===== src/rtl/fetch_pc_unit.sv =====
// fetch_pc_unit: program-counter register and instruction-fetch sequencer.
// It holds the PC, exports pc+4 to the external next-PC select, and runs the
// imem req/gnt/rvalid handshake. The fetched word is presented to decode
// with a valid/ready handshake. A flush redirects the PC from any non-idle
// state. Any response that is still outstanding is discarded through a kill flag.
// Optional feature macro: FETCH_MISALIGN_TRAP_EN (misaligned-PC trap state
// plus a misalign_err output). Without it, the low PC bits are cleared on load.
module fetch_pc_unit #(
  parameter logic [31:0] RESET_PC  = 32'h0000_0000,
  parameter logic [31:0] NOP_INSTR = 32'h0000_0013
) (
  input  logic        clk,
  input  logic        rst_n,
  input  logic [31:0] next_pc,
  input  logic        flush,
  output logic [31:0] pc_plus4,
  output logic        imem_req,
  output logic [31:0] imem_addr,
  input  logic        imem_gnt,
  input  logic        imem_rvalid,
  input  logic [31:0] imem_rdata,
  output logic [31:0] instr_out,
  output logic [31:0] pc_out,
  output logic        instr_valid,
`ifdef FETCH_MISALIGN_TRAP_EN
  output logic        misalign_err,
`endif
  input  logic        instr_ready
);

  typedef enum logic [2:0] {
    S_IDLE,
    S_REQ,
    S_WAIT,
`ifdef FETCH_MISALIGN_TRAP_EN
    S_HOLD,
    S_ERR
`else
    S_HOLD
`endif
  } state_t;

  state_t      r_state;
  logic [31:0] r_pc;
  logic        r_kill;
  logic [31:0] r_instr;
  logic [31:0] r_pc_out;
  logic        r_valid;

  state_t      w_state;
  logic [31:0] w_pc;
  logic        w_kill;
  logic [31:0] w_instr;
  logic [31:0] w_pc_out;
  logic        w_valid;

  // A PC load either keeps the value as-is (so that the trap can see it) or clears the byte offset.
  function automatic logic [31:0] f_load_pc(input logic [31:0] v);
`ifdef FETCH_MISALIGN_TRAP_EN
    return v;
`else
    return {v[31:2], v[1:0] & 2'b00};
`endif
  endfunction

  // Next-state and next-data selection; flush outranks every other event outside IDLE.
  always_comb begin
    w_state  = r_state;
    w_pc     = r_pc;
    w_kill   = r_kill;
    w_instr  = r_instr;
    w_pc_out = r_pc_out;
    w_valid  = r_valid;
    case (r_state)
      S_IDLE: begin
        w_state = S_REQ;
      end
      S_REQ: begin
        if (flush) begin
          w_pc = f_load_pc(next_pc);
          if (imem_gnt) begin
            // The granted request still returns data; drop it when it arrives.
            w_state = S_WAIT;
            w_kill  = 1'b1;
          end
        end else if (imem_gnt) begin
          w_state = S_WAIT;
        end
      end
      S_WAIT: begin
        if (flush) begin
          w_pc = f_load_pc(next_pc);
          if (imem_rvalid) begin
            w_kill  = 1'b0;
            w_state = S_REQ;
          end else begin
            w_kill = 1'b1;
          end
        end else if (imem_rvalid) begin
          if (r_kill) begin
            w_kill  = 1'b0;
            w_state = S_REQ;
          end else begin
            w_instr  = imem_rdata;
            w_pc_out = r_pc;
            w_valid  = 1'b1;
            w_state  = S_HOLD;
          end
        end
      end
      S_HOLD: begin
        // flush and ready together still load the PC only once.
        if (flush || instr_ready) begin
          w_pc    = f_load_pc(next_pc);
          w_valid = 1'b0;
          w_instr = NOP_INSTR;
          w_state = S_REQ;
        end
      end
`ifdef FETCH_MISALIGN_TRAP_EN
      S_ERR: begin
        if (flush) begin
          w_pc    = f_load_pc(next_pc);
          w_state = S_REQ;
        end
      end
`endif
      default: begin
        w_state = S_IDLE;
      end
    endcase
`ifdef FETCH_MISALIGN_TRAP_EN
    // Trap instead of issuing a fetch from a misaligned PC.
    if (w_state == S_REQ && w_pc[1:0] != 2'b00) begin
      w_state = S_ERR;
    end
`endif
  end

  // State and datapath registers, all cleared asynchronously.
  always_ff @(posedge clk or negedge rst_n) begin
    if (!rst_n) begin
      r_state  <= S_IDLE;
      r_pc     <= RESET_PC;
      r_kill   <= 1'b0;
      r_instr  <= NOP_INSTR;
      r_pc_out <= RESET_PC;
      r_valid  <= 1'b0;
    end else begin
      r_state  <= w_state;
      r_pc     <= w_pc;
      r_kill   <= w_kill;
      r_instr  <= w_instr;
      r_pc_out <= w_pc_out;
      r_valid  <= w_valid;
    end
  end

  assign pc_plus4    = r_pc + 32'd4;
  assign imem_req    = (r_state == S_REQ);
  assign imem_addr   = r_pc;
  assign instr_out   = r_instr;
  assign pc_out      = r_pc_out;
  assign instr_valid = r_valid;
`ifdef FETCH_MISALIGN_TRAP_EN
  assign misalign_err = (r_state == S_ERR);
`endif

endmodule


===== config.mk =====
export PLATFORM = sky130hd
export DESIGN_NAME = fetch_pc_unit
export DESIGN_NICKNAME = d
export VERILOG_FILES = /design/src/rtl/fetch_pc_unit.sv
export SDC_FILE = /design/constraint.sdc
export NUM_CORES = 1
export LEC_CHECK = 0
export ABC_AREA = 1
export CAP_MARGIN = 20
export CORE_ASPECT_RATIO = 2
export CORE_MARGIN = 2
export CORE_UTILIZATION = 46
export CTS_CLUSTER_DIAMETER = 80
export DETAILED_ROUTE_END_ITERATION = 6
export PLACE_DENSITY_LB_ADDON = 0.12
export SYNTH_ARGS = -nofsm -noshare
export SYNTH_HDL_FRONTEND = slang
export SYNTH_SLANG_ARGS = --single-unit

===== constraint.sdc =====
create_clock -name clk -period 4.2 [get_ports clk]
set_input_delay 0.63 -clock clk [delete_from_list [all_inputs] [get_ports clk]]
set_output_delay 0.63 -clock clk [all_outputs]
set_load 0.05 [all_outputs]

==> impl_summary.txt <==
----------------------------------------------------
[Setup path]
  Worst setup slack for register-to-register paths ... between 1.5 and 2 ns
  Endpoint of the most critical register-to-register path ... instr_out[22]
  Critical Path Source ... imem_addr[3]
  WS Path Type ... register to output port
  CP Capture Point ... pc_plus4[14]
  Setup crit end kind ... output port
  Reg2Reg Depth ... 7
  Required time reported for the critical path endpoint ... about 3.6 ns
  Beginning of the worst register-to-register path ... r_state[0]
  Largest fanout of any net on the critical path ... 5
  Crit path DAT ... ~2.7 ns
  Element type at the critical path start ... register

[Synth]
  Fraction of registers with async set or reset after synthesis ... 100%
  Area of the mapped netlist ... 4620 um2
  Cell variety after synth ... 24
  Commonest register cell after synthesis ... sky130_fd_sc_hd__dfrtp_1
  Cell count after synthesis ... 575
  Area leader, netlist ... sky130_fd_sc_hd__dfrtp_1
  Number of synthesized flops with an enable pin ... 0
  Cell types with the largest area share after synthesis ... sky130_fd_sc_hd__dfrtp_1 50%, sky130_fd_sc_hd__nand2_1 15%, sky130_fd_sc_hd__nor2_1 5.8%, sky130_fd_sc_hd__o21ai_0 5.4%, sky130_fd_sc_hd__inv_1 3.7%
  Yosys warnings ... 0
  Area share of the largest cell type after synthesis ... just over 50%
  Synth Area per Inst ... 8.04 um2
  Sequential area share after synthesis ... 52.0%
  #FFs+latches synth ... between 90 and 100

[GRT]
  Initial antenna violation count ... 0
  Global route total overflow ... 0
  Maximum number of pins on one net before global-route repair ... 74
  Wire length of the first global-routing pass ... 20,500 um
  Number of global-route vias before repair ... 4,393
  Total GRT Usage ... 24.4%

[Clock tree]
  Hold-fix buffer count after cts ... 0
  Number of sinks driven by the clock tree ... 96
  Resized Gates After CTS ... 0
  CTS root buf ... sky130_fd_sc_hd__clkbuf_16
  Maximum level of the CTS H-tree ... 3
  Clock Latency Late Sink ... 0.34 ns
  Clk buf depth ... 2
  Clock slew at the register clock pins of the worst setup and hold paths ... 0.07 ns
  Post-CTS setup buffer count ... 0
  TritonCTS clock tree ... done
  Number of clock buffers inserted by TritonCTS ... 9

[Timing]
  Number of setup violations in the final report ... 0
  Time the final worst path needs with I/O delays and setup ... 3.29 ns
  Crit share post-route ... 78.3%
  Measured slew at the worst slew-check pin ... 0.957 ns
  Final hold violation count ... 0
  Relative slew slack ... 36.0%
  Summed negative setup slack over all endpoints ... 0 ns
  Max-slew violation count ... 0
  Unrepaired setup endpoints after global routing ... no
  Highest achievable clock rate ... approximately 300 MHz
  Post-Route Skew ... 0.0123 ns

[Placement]
  HPWL after detailed placement ... 9800 um
  Buffers added on ports ... 191
  Final Wtd Congestion ... a little under 0.9

[Die]
  Rows ... 51
  Die width ... between 70 and 80 um
  Placeable core region ... 9760 um2
  Floorplan die area ... 10,900 um2
  Die H ... 146 um
  Number of ports placed on the die boundary ... 200
  Initial Util ... 47.4%

[Cells and area]
  Number of nets in the finished design ... 834
  Area taken by flip-flops and latches ... 2410 um2
  Share of layout cells above drive strength 1 ... 6.28%
  N_diodes ... 0
  Number of fill cells in the layout ... 773
  P&R area growth vs syn ... 50.1%
  Final Core Density ... 71.1%
  Area of the multi-input gates ... 1900 um2

[Routing]
  Total length of routed wires ... approximately 13,000 um
  Number of nets still failing antenna checks after routing ... 0
  Number of vias in the routed layout ... 4,358
  Via-per-instance ratio ... 4.86
  DRC violations left ... 0
  DR iter-0 viols ... 266
  Routed length per instance ... 14.5 um
  Number of detailed-routing iterations run before antenna repair ... 4

[Job]
  Number of maximum-capacitance constraint violations ... 0

[Hold path]
  Classification of the worst-slack hold path ... input port to asynchronous set/reset pin

[Run status]
  Outcome ... finished clean

----------------------------------------------------
registers in the layout (all words and copies together) (netlist names):
name / flops
imem_addr: 30
pc_out: 30
r_kill: 1
instr_valid: 1
r_state: 2
instr_out: 32
how the worst min path moves through the flow:
stage | slack, ns | depth (start not counted) | endpoint | from
2_1_floorplan | 0.33 | 0 | imem_addr[10] | rst_n
3_3_place_gp | 0.46 | 2 | r_kill | r_kill
3_5_place_dp | 0.47 | 2 | instr_out[3] | instr_out[3]
4_1_cts | 0.45 | 1 | pc_out[18] | rst_n
5_1_grt | 0.50 | 1 | imem_addr[18] | rst_n
6_report | 0.42 | 1 | pc_out[18] | rst_n
cells by family after synthesis:
kind of cell             Yosys count  synth area share (%)
flip-flops                        96                  52.0
adder cells (fa/ha/maj)            5                  1.35
AND/OR/NAND/NOR                  284                  24.3
XOR/XNOR                          15                  2.84
AO/OA/AOI/OAI                    100                  11.9
other                              1                0.0811
buffers and inverters             74                  7.44
through the flow:
stage                     instances  hold WS [ns]  worst slack [ns]  cell area [um2]
after global routing            896         0.500             0.762             6940
after global placement          878         0.460              1.28             6580
after detailed placement        878         0.469              1.27             6580
final                           896         0.425             0.911             6940
after CTS                       894         0.453             0.883             6900
after floorplan                 580         0.334              1.22             4640
worst max-delay path, cell delays in order, from the launching register on:
cell                              delay, ns
sky130_fd_sc_hd__dfrtp_1               0.41
sky130_fd_sc_hd__ha_1                  0.22
sky130_fd_sc_hd__nand2_1               0.10
sky130_fd_sc_hd__nor2_4                0.17
sky130_fd_sc_hd__nand2_1               0.16
sky130_fd_sc_hd__nor2_1                0.25
sky130_fd_sc_hd__xor2_1                0.19
sky130_fd_sc_hd__clkdlybuf4s50_1       0.82
per-layer routing:
metal	GRT usage, %	up-vias	share of wire [%]
met5	0	-	0
met4	12.9	0	3.5
met3	6.23	33	6.7
met2	42.3	173	54
met1	25.7	1997	36
li1	-	2155	-
layout by cell type (no fill, tap or decap), types with 13 or more instances in the layout:
cell type	netlist	final
sky130_fd_sc_hd__clkdlybuf4s50_1	0	190
sky130_fd_sc_hd__nand2_1	187	186
sky130_fd_sc_hd__dfrtp_1	93	93
sky130_fd_sc_hd__nor2_1	72	72
sky130_fd_sc_hd__o21ai_0	50	50
sky130_fd_sc_hd__inv_1	46	46
sky130_fd_sc_hd__a21oi_1	31	31
sky130_fd_sc_hd__xor2_1	15	15
sky130_fd_sc_hd__nand3_1	14	13
sky130_fd_sc_hd__o21ai_2	13	13
cell type report:
cell class	instances	area share, %
Inverter	46	2.49
Tap cell	132	2.38
Sequential cell	96	34.7
Timing Repair Buffer	196	28.4
Clock buffer	9	3.24
Multi-Input combinational cell	410	27.4
Clock inverter	7	1.44
cells in the mapped netlist (all sizes together), types with 5 or more instances:
library cell  instances
nand2               189
dfrtp                93
nor2                 77
o21ai                68
inv                  46
a21oi                31
buf                  16
xor2                 15
nand3                14
clkbuf               12
ha                    5
Power is not shown: default switching activity piles up to over one toggle a cycle in this logic, so the estimate is an artifact.
